## config.mk

```make
export PLATFORM = sky130hd
export DESIGN_NAME = uart_tx_fifo_flat
export DESIGN_NICKNAME = d
export VERILOG_FILES = /design/src/rtl/uart_tx_fifo_pkg.sv /design/src/rtl/uart_tx_fifo_if.sv /design/src/rtl/uart_tx_fifo_sync_fifo8.sv /design/src/rtl/uart_tx_fifo.sv /design/src/flat_wrapper.sv
export SDC_FILE = /design/constraint.sdc
export NUM_CORES = 1
export LEC_CHECK = 0
export CORE_MARGIN = 4
export CORE_UTILIZATION = 35
export CTS_CLUSTER_DIAMETER = 100
export DETAILED_ROUTE_END_ITERATION = 12
export PLACE_DENSITY = 0.56
export SLEW_MARGIN = 20
export SYNTH_ARGS = -nofsm -noshare
export SYNTH_HDL_FRONTEND = slang
export SYNTH_SLANG_ARGS = --single-unit
```

## constraint.sdc

```tcl
create_clock -name clk -period 6.5 [get_ports clk]
set_input_delay 1.3 -clock clk [delete_from_list [all_inputs] [get_ports clk]]
set_output_delay 1.3 -clock clk [all_outputs]
set_load 0.01 [all_outputs]
```

## src/rtl/uart_tx_fifo_pkg.sv

```systemverilog
// uart_tx_fifo_pkg: shared UART rates, pacing FSM states and gap helper
package uart_tx_fifo_pkg;
  localparam int UART_BPS_DEF = 115200;
  localparam int CLK_FREQ_DEF = 5000000;
  typedef enum logic [1:0] {
    TXF_IDLE   = 2'd0,
    TXF_LAUNCH = 2'd1,
    TXF_WAIT   = 2'd2
  } txf_state_t;
  function automatic int gap_clocks(int clk_freq, int bps, int frame_bits);
    return (clk_freq / bps) * frame_bits;
  endfunction
endpackage

```

## src/rtl/uart_tx_fifo_if.sv

```systemverilog
// uart_tx_fifo_if: producer write side and uart_tx launch side; flush_i exists under TXFIFO_FLUSH_EN
interface uart_tx_fifo_if #(parameter int AW = 4) ();
  import uart_tx_fifo_pkg::*;
  logic          wr_en_i;
  logic [7:0]    wr_data_i;
  logic          full_o;
  logic          empty_o;
  logic [AW:0]   level_o;
  logic          overflow_o;
  logic          busy_o;
  logic          txen;
  logic [7:0]    txpcdata;
`ifdef TXFIFO_FLUSH_EN
  logic          flush_i;
  modport master (output wr_en_i, wr_data_i, flush_i,
                  input full_o, empty_o, level_o, overflow_o, busy_o, txen, txpcdata);
  modport slave  (input wr_en_i, wr_data_i, flush_i,
                  output full_o, empty_o, level_o, overflow_o, busy_o, txen, txpcdata);
`else
  modport master (output wr_en_i, wr_data_i,
                  input full_o, empty_o, level_o, overflow_o, busy_o, txen, txpcdata);
  modport slave  (input wr_en_i, wr_data_i,
                  output full_o, empty_o, level_o, overflow_o, busy_o, txen, txpcdata);
`endif
endinterface

```

## src/rtl/uart_tx_fifo_sync_fifo8.sv

```systemverilog
// sync_fifo8: DEPTH x 8 circular byte buffer with wrapping pointers and level tracking
module sync_fifo8
  import uart_tx_fifo_pkg::*;
#(
  parameter int DEPTH = 16,
  parameter int AW    = 4
) (
  input  logic          clk,
  input  logic          rst,
  input  logic          flush,
  input  logic          wr_en,
  input  logic [7:0]    wr_data,
  input  logic          rd_en,
  output logic [7:0]    rd_data,
  output logic          full,
  output logic          empty,
  output logic [AW:0]   level
);
  logic [7:0]    mem [DEPTH];
  logic [AW-1:0] wr_ptr;
  logic [AW-1:0] rd_ptr;
  logic          wr_ok;
  assign full    = level == (AW+1)'(DEPTH);
  assign empty   = level == '0;
  assign wr_ok   = wr_en & ~full & ~flush;
  assign rd_data = mem[rd_ptr];
  // storage array; contents need no reset since level gates every read
  always_ff @(posedge clk)
    if (wr_ok) mem[wr_ptr] <= wr_data;
  // pointers wrap naturally at AW bits; level tracks push minus pop
  always_ff @(posedge clk or negedge rst)
    if (!rst) begin
      wr_ptr <= '0;
      rd_ptr <= '0;
      level  <= '0;
    end else if (flush) begin
      wr_ptr <= '0;
      rd_ptr <= '0;
      level  <= '0;
    end else begin
      wr_ptr <= wr_ptr + AW'(wr_ok);
      rd_ptr <= rd_ptr + AW'(rd_en);
      level  <= level + (AW+1)'(wr_ok) - (AW+1)'(rd_en);
    end
endmodule

```

## src/rtl/uart_tx_fifo.sv

```systemverilog
// uart_tx_fifo: byte FIFO pacing one-cycle launches to uart_tx one frame plus guard apart; optional flush via TXFIFO_FLUSH_EN
module uart_tx_fifo
  import uart_tx_fifo_pkg::*;
#(
  parameter int CLK_FREQ   = CLK_FREQ_DEF,
  parameter int UART_BPS   = UART_BPS_DEF,
  parameter int FRAME_BITS = 11,
  parameter int DEPTH      = 16,
  parameter int AW         = 4
) (
  input logic           clk,
  input logic           rst,
  uart_tx_fifo_if.slave bus
);
  localparam int GAP = gap_clocks(CLK_FREQ, UART_BPS, FRAME_BITS);
  localparam int CW  = $clog2(GAP) + 1;
  txf_state_t    state;
  logic [CW-1:0] cnt;
  logic          txen_q;
  logic [7:0]    txd_q;
  logic          overflow;
  logic          flush;
  logic          pop;
  logic          full;
  logic          empty;
  logic [7:0]    rd_data;
  logic [AW:0]   level;
`ifdef TXFIFO_FLUSH_EN
  assign flush = bus.flush_i;
`else
  assign flush = 1'b0;
`endif
  assign pop = state == TXF_IDLE && !empty && !flush;
  sync_fifo8 #(.DEPTH(DEPTH), .AW(AW)) u_fifo (
    .clk     (clk),
    .rst     (rst),
    .flush   (flush),
    .wr_en   (bus.wr_en_i),
    .wr_data (bus.wr_data_i),
    .rd_en   (pop),
    .rd_data (rd_data),
    .full    (full),
    .empty   (empty),
    .level   (level)
  );
  assign bus.full_o     = full;
  assign bus.empty_o    = empty;
  assign bus.level_o    = level;
  assign bus.overflow_o = overflow;
  assign bus.busy_o     = state != TXF_IDLE || !empty;
  assign bus.txen       = txen_q;
  assign bus.txpcdata   = txd_q;
  // sticky record of any write attempted while full
  always_ff @(posedge clk or negedge rst)
    if (!rst) overflow <= 1'b0;
    else overflow <= !flush && (overflow || (bus.wr_en_i && full));
  // launch pacing: pop and pulse, then hold off GAP cycles since uart_tx has no busy
  always_ff @(posedge clk or negedge rst)
    if (!rst) begin
      state  <= TXF_IDLE;
      cnt    <= '0;
      txen_q <= 1'b0;
      txd_q  <= 8'h00;
    end else begin
      case (state)
        TXF_IDLE: if (pop) begin
          txd_q  <= rd_data;
          txen_q <= 1'b1;
          state  <= TXF_LAUNCH;
        end
        TXF_LAUNCH: begin
          txen_q <= 1'b0;
          cnt    <= CW'(GAP - 1);
          state  <= TXF_WAIT;
        end
        TXF_WAIT: if (cnt == '0) state <= TXF_IDLE;
                  else cnt <= cnt - CW'(1);
        default: state <= TXF_IDLE;
      endcase
    end
endmodule

```

## src/flat_wrapper.sv

```systemverilog
// flat-port wrapper written by rule: the top's interface ports become plain ports
module uart_tx_fifo_flat import uart_tx_fifo_pkg::*;
#(
  parameter int CLK_FREQ   = CLK_FREQ_DEF,
  parameter int UART_BPS   = UART_BPS_DEF,
  parameter int FRAME_BITS = 11,
  parameter int DEPTH      = 16,
  parameter int AW         = 4
)
  (clk, rst, bus_wr_en_i, bus_wr_data_i, bus_full_o, bus_empty_o, bus_level_o, bus_overflow_o, bus_busy_o, bus_txen, bus_txpcdata);
  uart_tx_fifo_if #(.AW(AW)) bus_i ();
  input logic clk;
  input logic rst;
  input wire logic [$bits(bus_i.wr_en_i)-1:0] bus_wr_en_i;
  input wire logic [$bits(bus_i.wr_data_i)-1:0] bus_wr_data_i;
  output wire logic [$bits(bus_i.full_o)-1:0] bus_full_o;
  output wire logic [$bits(bus_i.empty_o)-1:0] bus_empty_o;
  output wire logic [$bits(bus_i.level_o)-1:0] bus_level_o;
  output wire logic [$bits(bus_i.overflow_o)-1:0] bus_overflow_o;
  output wire logic [$bits(bus_i.busy_o)-1:0] bus_busy_o;
  output wire logic [$bits(bus_i.txen)-1:0] bus_txen;
  output wire logic [$bits(bus_i.txpcdata)-1:0] bus_txpcdata;
  assign bus_i.wr_en_i = bus_wr_en_i;
  assign bus_i.wr_data_i = bus_wr_data_i;
  assign bus_full_o = bus_i.full_o;
  assign bus_empty_o = bus_i.empty_o;
  assign bus_level_o = bus_i.level_o;
  assign bus_overflow_o = bus_i.overflow_o;
  assign bus_busy_o = bus_i.busy_o;
  assign bus_txen = bus_i.txen;
  assign bus_txpcdata = bus_i.txpcdata;
  uart_tx_fifo #(.CLK_FREQ(CLK_FREQ), .UART_BPS(UART_BPS), .FRAME_BITS(FRAME_BITS), .DEPTH(DEPTH), .AW(AW)) u_core (.clk(clk), .rst(rst), .bus(bus_i));
endmodule
```

==> results of run 1 <==
[through the flow]
step	util, %	hold slack [ns]
floorplan	-	0.456
global placement	38.2	0.450
detailed placement	38.2	0.448
CTS	41.3	0.468
global route	41.3	0.478
finish	41.3	0.461
[final timing paths]
check | end | slack [ns] | cells past startpoint
max | bus_empty_o | 3.02 | 4
max in group asynchronous | u_core.u_fifo.rd_ptr[0] | 4.96 | 1
min | u_core.bus.overflow_o | 0.46 | 1
max reg2reg | u_core.u_fifo.level[4] | 3.30 | 14
min in group asynchronous | u_core.cnt[7] | 0.97 | 1
min reg2reg | u_core.bus.overflow_o | 0.46 | 1
[kinds of logic (layout without fill, tap and decap cells)]
kind of cell             Yosys count  in the layout  share of synthesized area [%]
adder cells (fa/ha/maj)           12             12                           2.37
AO/OA/AOI/OAI                     41             41                           4.58
multiplexers                      52             52                           10.9
AND/OR/NAND/NOR                   97             97                           7.95
flip-flops                       163            163                           71.1
buffers and inverters             33             73                           2.09
XOR/XNOR                           8              8                           1.06
[cell usage in the layout, fill, tap and decap left out, types with 6 or more instances in the layout]
master           Yosys  final
a22oi_1             17     17
a32oi_1              6      6
clkbuf_16            0     17
clkdlybuf4s50_1      0     27
dfrtp_1             35     34
edfxtp_1           128    128
ha_1                11     11
inv_1               13     13
mux2i_1             36     36
mux4_2              16     16
nand2_1             23     23
nand2b_1             7      7
nand3_1             16     16
nor2_1              16     16
or3_1                7      7
[cell usage after synthesis, types with 4 or more instances]
cell        n
clkbuf_1   12
o211ai_1    4
nand3_1    16
nand2b_1    7
ha_1       11
xnor2_1     4
a32oi_1     6
nand2_1    23
mux4_2     16
or4_1       4
nor3_1      5
dfrtp_1    35
inv_1      13
nor2_1     16
a22oi_1    17
xor2_1      4
nor2b_1     4
or3_1       7
edfxtp_1  128
mux2i_1    36
o21ai_0     4
[worst max-delay path, stage by stage (launching register included)]
cell and delay (ns):
dfrtp_1 0.40, inv_1 0.08, ha_1 0.15, nor4b_2 0.49, clkdlybuf4s50_1 0.65
[report_power, final]
group	internal (mW)	leakage, nW	switching [mW]
Clock	0.600	0.284	0.388
Combinational	0.144	1.02	0.177
Sequential	1.25	1.57	0.0713
Total	1.99	2.87	0.636
[per-layer routing]
metal / up-vias / wire [um] / track usage [%]
met3: 14 / 459 / 2.93
li1: 1627 / - / -
met1: 1736 / 5370 / 15.5
met5: - / 0 / 0
met2: 61 / 7190 / 22.6
met4: 0 / 202 / 5.03
[area by class of cell]
cell class,instances,area (um2),area share (%)
well taps,234,293,3.79
flip-flops and latches,163,4720,61.1
multi-input cells,210,1800,23.3
repair buffers,29,283,3.66
inverters,13,48.8,0.631
clock inverters,14,163,2.10
clock buffers,17,425,5.50
[flip-flops by register name, summed over array words and instances (netlist names)]
name	count
u_core.u_fifo.mem	128
u_core.cnt	10
u_core.bus.txpcdata	8
u_core.u_fifo.level	5
u_core.u_fifo.rd_ptr	4
u_core.u_fifo.wr_ptr	4
u_core.state	2
u_core.bus.overflow_o	1
u_core.bus.txen	1
==> results.toml, run 1 <==
[worst_setup_path]
worstPathArrival_ns = 2.18
crit_fanout = 6
crit_start = "u_core.u_fifo.level[3]"
end_kind = "output port"
r2r-start = "u_core.u_fifo.level[3]"
required_ns = 5.20
cp-start-kind = "flip-flop"
critPathKind = "reg -> out"

[synth]
synth_seq_cells = 163
avgSynthCellArea_um2 = 16.4
synthFlopType = "edfxtp_1"
syn_area_um2 = 6640
synth_edf_count = 128
synthTopCellsByArea = "edfxtp_1 58%, dfrtp_1 13%, mux2i_1 5.4%, mux4_2 5.4%, ha_1 2.1%"
synth_fp_nets = 429
yosysTopAreaCell = "edfxtp_1"
ys_types = 42
yosysTopAreaCellShare_pct = 57.9
ys_warn_count = 0
netlist_instances = 406
async_flop_share_pct = 21.5
synth-seq-area-share_pct = 71.1

[sta]
hold_viol_final = 0
finalMaxSlewViolations = 0
tns_ns = 0
rsz0062_at_grt = "no"
tightest_slew_ns = 1.06
max_freq_mhz = 287
setup_slack_ns = 3.02
min_period_ns = 3.48
timing.final.crit_share_pct = 53.6
setup_viol = 0
slew_headroom_pct = 29.0
fin_skew_ns = 0.0136

[grt]
grt_overflow = 0
grt_pass1_wl_um = 20600
grtUsageTotal_pct = 12.9
grt_pass1_vias = 3569
grt_max_degree = 48
antenna_found_initial = 0

[cells_and_area]
fill_cells = 1625
stdcell_count = 680
antenna_cells = 0
design_area_um2 = 7730
layout-area-overhead-vs-synth_pct = 16.5
drive_gt1_share_pct = 12.3
final_net_count = 457

[route]
routedWlPerCell_um = 19.4
dr.pass1.iters = 5
wl_um = 13200
drc = 0
vias_per_cell = 5.06
drtAntennaViolNets = 0
num_vias = 3438
drtIter0Drc = 176

[placement]
io_buffers = 28
place_inst = 649
placed_area_um2 = 7140
dp_hpwl_um = 8960
post-place-ws_ns = 2.84
place_congestion = 0.803

[pwr]
power-per-cell-area_nw_per_um2 = 340
worst_ir_drop_vdd_v = 0.000183
finalPower_mw = 2.63
p_leak_nw = 2.87

[job]
maxCapViolCount = 0

[floorplanning]
start_util_pct = 35.5
core_um2 = 18700
die_y_um = 146
die_area_um2 = 21200
rows = 50
io-pin-count = 29
dieWidth_um = 146

[min_path]
hp-start = "u_core.bus.overflow_o"
hp-class = "reg -> reg"

[clock_tree]
cts_hold_buf = 0
cts_resized = 0
clock_latency_ns = 0.42
clock_sinks = 163
clockRootBuffer = "clkbuf_16"
path_clk_slew_ns = 0.06
h-tree-depth = 4
cts_tree = "yes"
postCtsSetupBuffers = 0
clock_path_buffers = 2
numCtsBuffers = 17

[run_status]
status = "complete, no violations"
No activity file was read; power rests on OpenSTA's default activity.
==> inputs of run 2 (changes only) <==
Settings changed: PLACE_DENSITY 0.56 to 0.58.
Clock period 6.5 ns to 2.85 ns, I/O delays scaled along.
==> results.toml, run 2 (same netlist as run 1, synthesis figures left out) <==
[grt]
grt_pass1_vias = 3699
grtUsageTotal_pct = 12.9
antenna_found_initial = 0
grt_pass1_wl_um = 20700
grt_overflow = 0
grt_max_degree = 36

[cells_and_area]
layout-area-overhead-vs-synth_pct = 18.8
final_net_count = 480
design_area_um2 = 7890
drive_gt1_share_pct = 15.3
final_cell_mix = "128 x edfxtp_1, 36 x mux2i_1, 34 x dfrtp_1"
final_common_cell = "edfxtp_1"
antenna_cells = 0
regMostFlops = "u_core.u_fifo.mem"
largest_register_ffs = 128
fill_cells = 1641

[pwr]
netSwitchingFraction_pct = 24.5
worst_ir_drop_vdd_v = 0.000495
p_leak_nw = 2.99
power-per-cell-area_nw_per_um2 = 758
switching_power_mw = 1.46
pwr-share-seq_pct = 50.1
p_int_mw = 4.52
pwr-share-clk_pct = 36.5
combPwrFrac_pct = 13.4

[worst_setup_path]
r2r-start = "u_core.u_fifo.level[3]"
cp-start-kind = "flip-flop"
end_kind = "output port"
rr_worst_depth = 13
r2r_setup_slack_ns = 0.30
worstPathArrival_ns = 2.08
critPathKind = "reg -> out"
crit_start = "u_core.u_fifo.level[3]"
path_depth = 5
cpMaxStageDelayCell = "clkdlybuf4s50_1"
slowest_delay_ns = 0.53
endpoint = "bus_full_o"
crit_fanout = 3
critical_path.top_delay_family = "buffers and inverters"
required_ns = 2.28
crit_chain = "inv_1 -> ha_1 -> nor4bb_1 -> buf_4 -> clkdlybuf4s50_1"
crit-reg2reg-capture = "u_core.u_fifo.level[4]"
crit_buf_inv = 3

[sta]
timing.final.crit_share_pct = 93.1
rsz0062_at_grt = "no"
slew_headroom_pct = 44.7
max_freq_mhz = 377
fin_skew_ns = 0.00653
min_period_ns = 2.65
tns_ns = 0
hold_viol_final = 0
setup_viol = 0
tightest_slew_ns = 0.830
finalMaxSlewViolations = 0

[placement]
placed_area_um2 = 7320
place_congestion = 0.796
io_buffers = 28
dp_hpwl_um = 8620

[route]
dr.pass1.iters = 4
wl_um = 12900
vias_per_cell = 5.08
routedWlPerCell_um = 18.4
drtIter0Drc = 310
drtAntennaViolNets = 0
num_vias = 3579
drc = 0

[floorplanning]
io-pin-count = 29
dieWidth_um = 146
core_um2 = 18700
die_area_um2 = 21200
die_y_um = 146
start_util_pct = 35.5
rows = 50

[clock_tree]
cts_tree = "yes"
clock_path_buffers = 2
clock_sinks = 163
h-tree-depth = 4
clockRootBuffer = "clkbuf_16"
postCtsSetupBuffers = 0
numCtsBuffers = 17
cts_resized = 0
path_clk_slew_ns = 0.06
clock_latency_ns = 0.42
cts_hold_buf = 0

[min_path]
hp-class = "in -> async"

[job]
maxCapViolCount = 0

[run_status]
status = "complete, no violations"
## run 2: metrics by stage
stage               hold slack [ns]  std cells  setup WS, ns  util [%]  power, mW
floorplan                     0.274        406        0.0829         -       3.48
global placement              0.452        672         0.293      39.1       3.82
detailed placement            0.450        672         0.247      39.1       3.86
CTS                           0.263        704         0.160      42.2       6.06
global route                  0.305        704        0.0259      42.2       6.28
finish                        0.244        704         0.197      42.2       5.98
## run 2: worst min-delay path by stage
stage / slack, ns / startpoint / to / depth (start not counted)
after floorplan: 0.27 / rst / u_core.bus.overflow_o / 0
after global placement: 0.45 / u_core.bus.overflow_o / u_core.bus.overflow_o / 1
after detailed placement: 0.45 / u_core.bus.overflow_o / u_core.bus.overflow_o / 1
after CTS: 0.26 / rst / u_core.cnt[6] / 1
after global routing: 0.31 / rst / u_core.cnt[6] / 1
final: 0.24 / rst / u_core.cnt[6] / 1
## run 2: metal layers
layer  GRT usage, %  wire [um]  share of wire [%]  up-vias
met2           21.3       6730                 52       45
met3           2.90        347                2.7       12
met1           16.3       5660                 44     1840
met5              0          0                  0        -
li1               -          -                  -     1682
met4           5.60        206                1.6        0
## run 2: final cells by class
cell class / count / area [um2] / area share, %
Timing Repair Buffer: 52 / 468 / 5.93
Sequential cell: 163 / 4720 / 59.9
Tap cell: 234 / 293 / 3.71
Inverter: 13 / 48.8 / 0.619
Clock buffer: 20 / 437 / 5.54
Multi-Input combinational cell: 210 / 1790 / 22.7
Clock inverter: 12 / 131 / 1.67
## run 2: power by group through the flow
stage	registers, mW	clock network, mW	logic (mW)
after floorplan	3.02	0	0.463
after global placement	3.03	0	0.788
after detailed placement	3.05	0	0.812
after CTS	3.00	2.24	0.817
after global routing	3.03	2.35	0.898
final	3.00	2.18	0.800
==> inputs of run 3 (changes only) <==
Settings changed: CORE_UTILIZATION 35 to 54, PLACE_DENSITY 0.58 to 0.8, TNS_END_PERCENT set to 30.
==> results.toml, run 3 (same netlist as run 1, synthesis figures left out) <==
[run_status]
status = "complete, no violations"

[job]
maxCapViolCount = 0

[grt]
antenna_found_initial = 0
grt_pass1_wl_um = 21000
grt_overflow = 0
grtUsageTotal_pct = 19.9
grt_pass1_vias = 3819
grt_max_degree = 36

[clock_tree]
cts_tree = "yes"
path_clk_slew_ns = 0.06
clockRootBuffer = "clkbuf_16"
clock_sinks = 163
cts_resized = 0
clock_path_buffers = 2
postCtsSetupBuffers = 0
h-tree-depth = 4
cts_hold_buf = 0
clock_latency_ns = 0.42
numCtsBuffers = 17

[sta]
hold_viol_final = 0
setup_viol = 0
timing.final.crit_share_pct = 93.4
slew_headroom_pct = 43.3
holdWs_ns = 0.258
min_period_ns = 2.66
rsz0062_at_grt = "no"
finalMaxSlewViolations = 0
setup_slack_ns = 0.187
fin_skew_ns = 0.00659
tightest_slew_ns = 0.850
tns_ns = 0
max_freq_mhz = 376

[worst_setup_path]
cp-start-kind = "flip-flop"
cpMaxStageDelayCell = "clkdlybuf4s50_1"
critical_path.top_delay_family = "buffers and inverters"
crit_fanout = 3
slowest_delay_ns = 0.52
crit-reg2reg-capture = "u_core.u_fifo.level[4]"
critPathKind = "reg -> out"
required_ns = 2.28
rr_worst_depth = 13
r2r_setup_slack_ns = 0.23
end_kind = "output port"
r2r-start = "u_core.u_fifo.level[2]"
worstPathArrival_ns = 2.09
crit_chain = "inv_1 -> ha_1 -> nor4bb_2 -> buf_4 -> clkdlybuf4s50_1"
crit_buf_inv = 3

[floorplanning]
dieWidth_um = 119
io-pin-count = 29
start_util_pct = 55.3
rows = 40
die_y_um = 119
core_um2 = 12000
die_area_um2 = 14100

[placement]
place_congestion = 0.795
dp_hpwl_um = 8400
post-place-ws_ns = 0.202
io_buffers = 28

[pwr]
worst_ir_drop_vdd_v = 0.000384
power-per-cell-area_nw_per_um2 = 770
p_leak_nw = 3.00
finalPower_mw = 6.00

[route]
wl_um = 13300
drtAntennaViolNets = 0
drc = 0
dr.pass1.iters = 5
vias_per_cell = 6.02
drtIter0Drc = 442
num_vias = 3723
routedWlPerCell_um = 21.4

[cells_and_area]
final_net_count = 481
utilization_pct = 64.9
largest_register_ffs = 128
final_common_cell = "edfxtp_1"
final_cell_mix = "128 x edfxtp_1, 36 x mux2i_1, 34 x dfrtp_1"
fill_cells = 815
layout-area-overhead-vs-synth_pct = 17.3
regMostFlops = "u_core.u_fifo.mem"
antenna_cells = 0
drive_gt1_share_pct = 16.1

[min_path]
hp-class = "in -> async"
run 3: changes by cell type in the layout (fill, tap and decap cells not counted), sizes merged:
cell / delta
clkinv: +5
clkbuf: -2
clkinvlp: -2
buf: +1
inv: -1
run 3: cell type report:
cell class | count | area, um2 | share of cell area [%]
multi-input cells | 210 | 1800 | 23.0
clock buffers | 18 | 429 | 5.51
repair buffers | 53 | 475 | 6.10
well taps | 147 | 184 | 2.36
clock inverters | 14 | 136 | 1.75
flip-flops and latches | 163 | 4720 | 60.6
inverters | 13 | 48.8 | 0.626
run 3: how the worst max path moves through the flow:
stage	start	end	cells past startpoint
detailed placement	bus_wr_en_i	u_core.u_fifo.level[4]	11
floorplan	u_core.u_fifo.level[3]	u_core.u_fifo.level[4]	15
CTS	u_core.u_fifo.level[2]	bus_full_o	5
global route	u_core.u_fifo.level[2]	u_core.u_fifo.level[4]	13
global placement	bus_wr_en_i	u_core.u_fifo.level[4]	11
finish	u_core.u_fifo.level[2]	bus_full_o	5
run 3: per-layer routing:
| layer | vias up | GRT usage (%) | share of wire (%) |
|---|---|---|---|
| met2 | 124 | 32.3 | 51 |
| met4 | 0 | 8.76 | 2.3 |
| met5 | - | 0 | 0 |
| met1 | 1891 | 26.0 | 41 |
| met3 | 31 | 4.37 | 5.7 |
| li1 | 1677 | - | - |
run 3: power by group:
part | leakage (nW) | switching, mW | total, mW | internal [mW]
sequential | 1.57 | 0.161 | 3.01 | 2.85
clock | 0.278 | 0.888 | 2.17 | 1.28
combinational | 1.16 | 0.436 | 0.818 | 0.382
total | 3.00 | 1.48 | 6.00 | 4.51
run 3: stage by stage:
step           area, um2  cells
6_report            7790    618
3_5_place_dp        7220    586
5_1_grt             7790    618
2_1_floorplan       6650    406
4_1_cts             7780    618
3_3_place_gp        7220    586
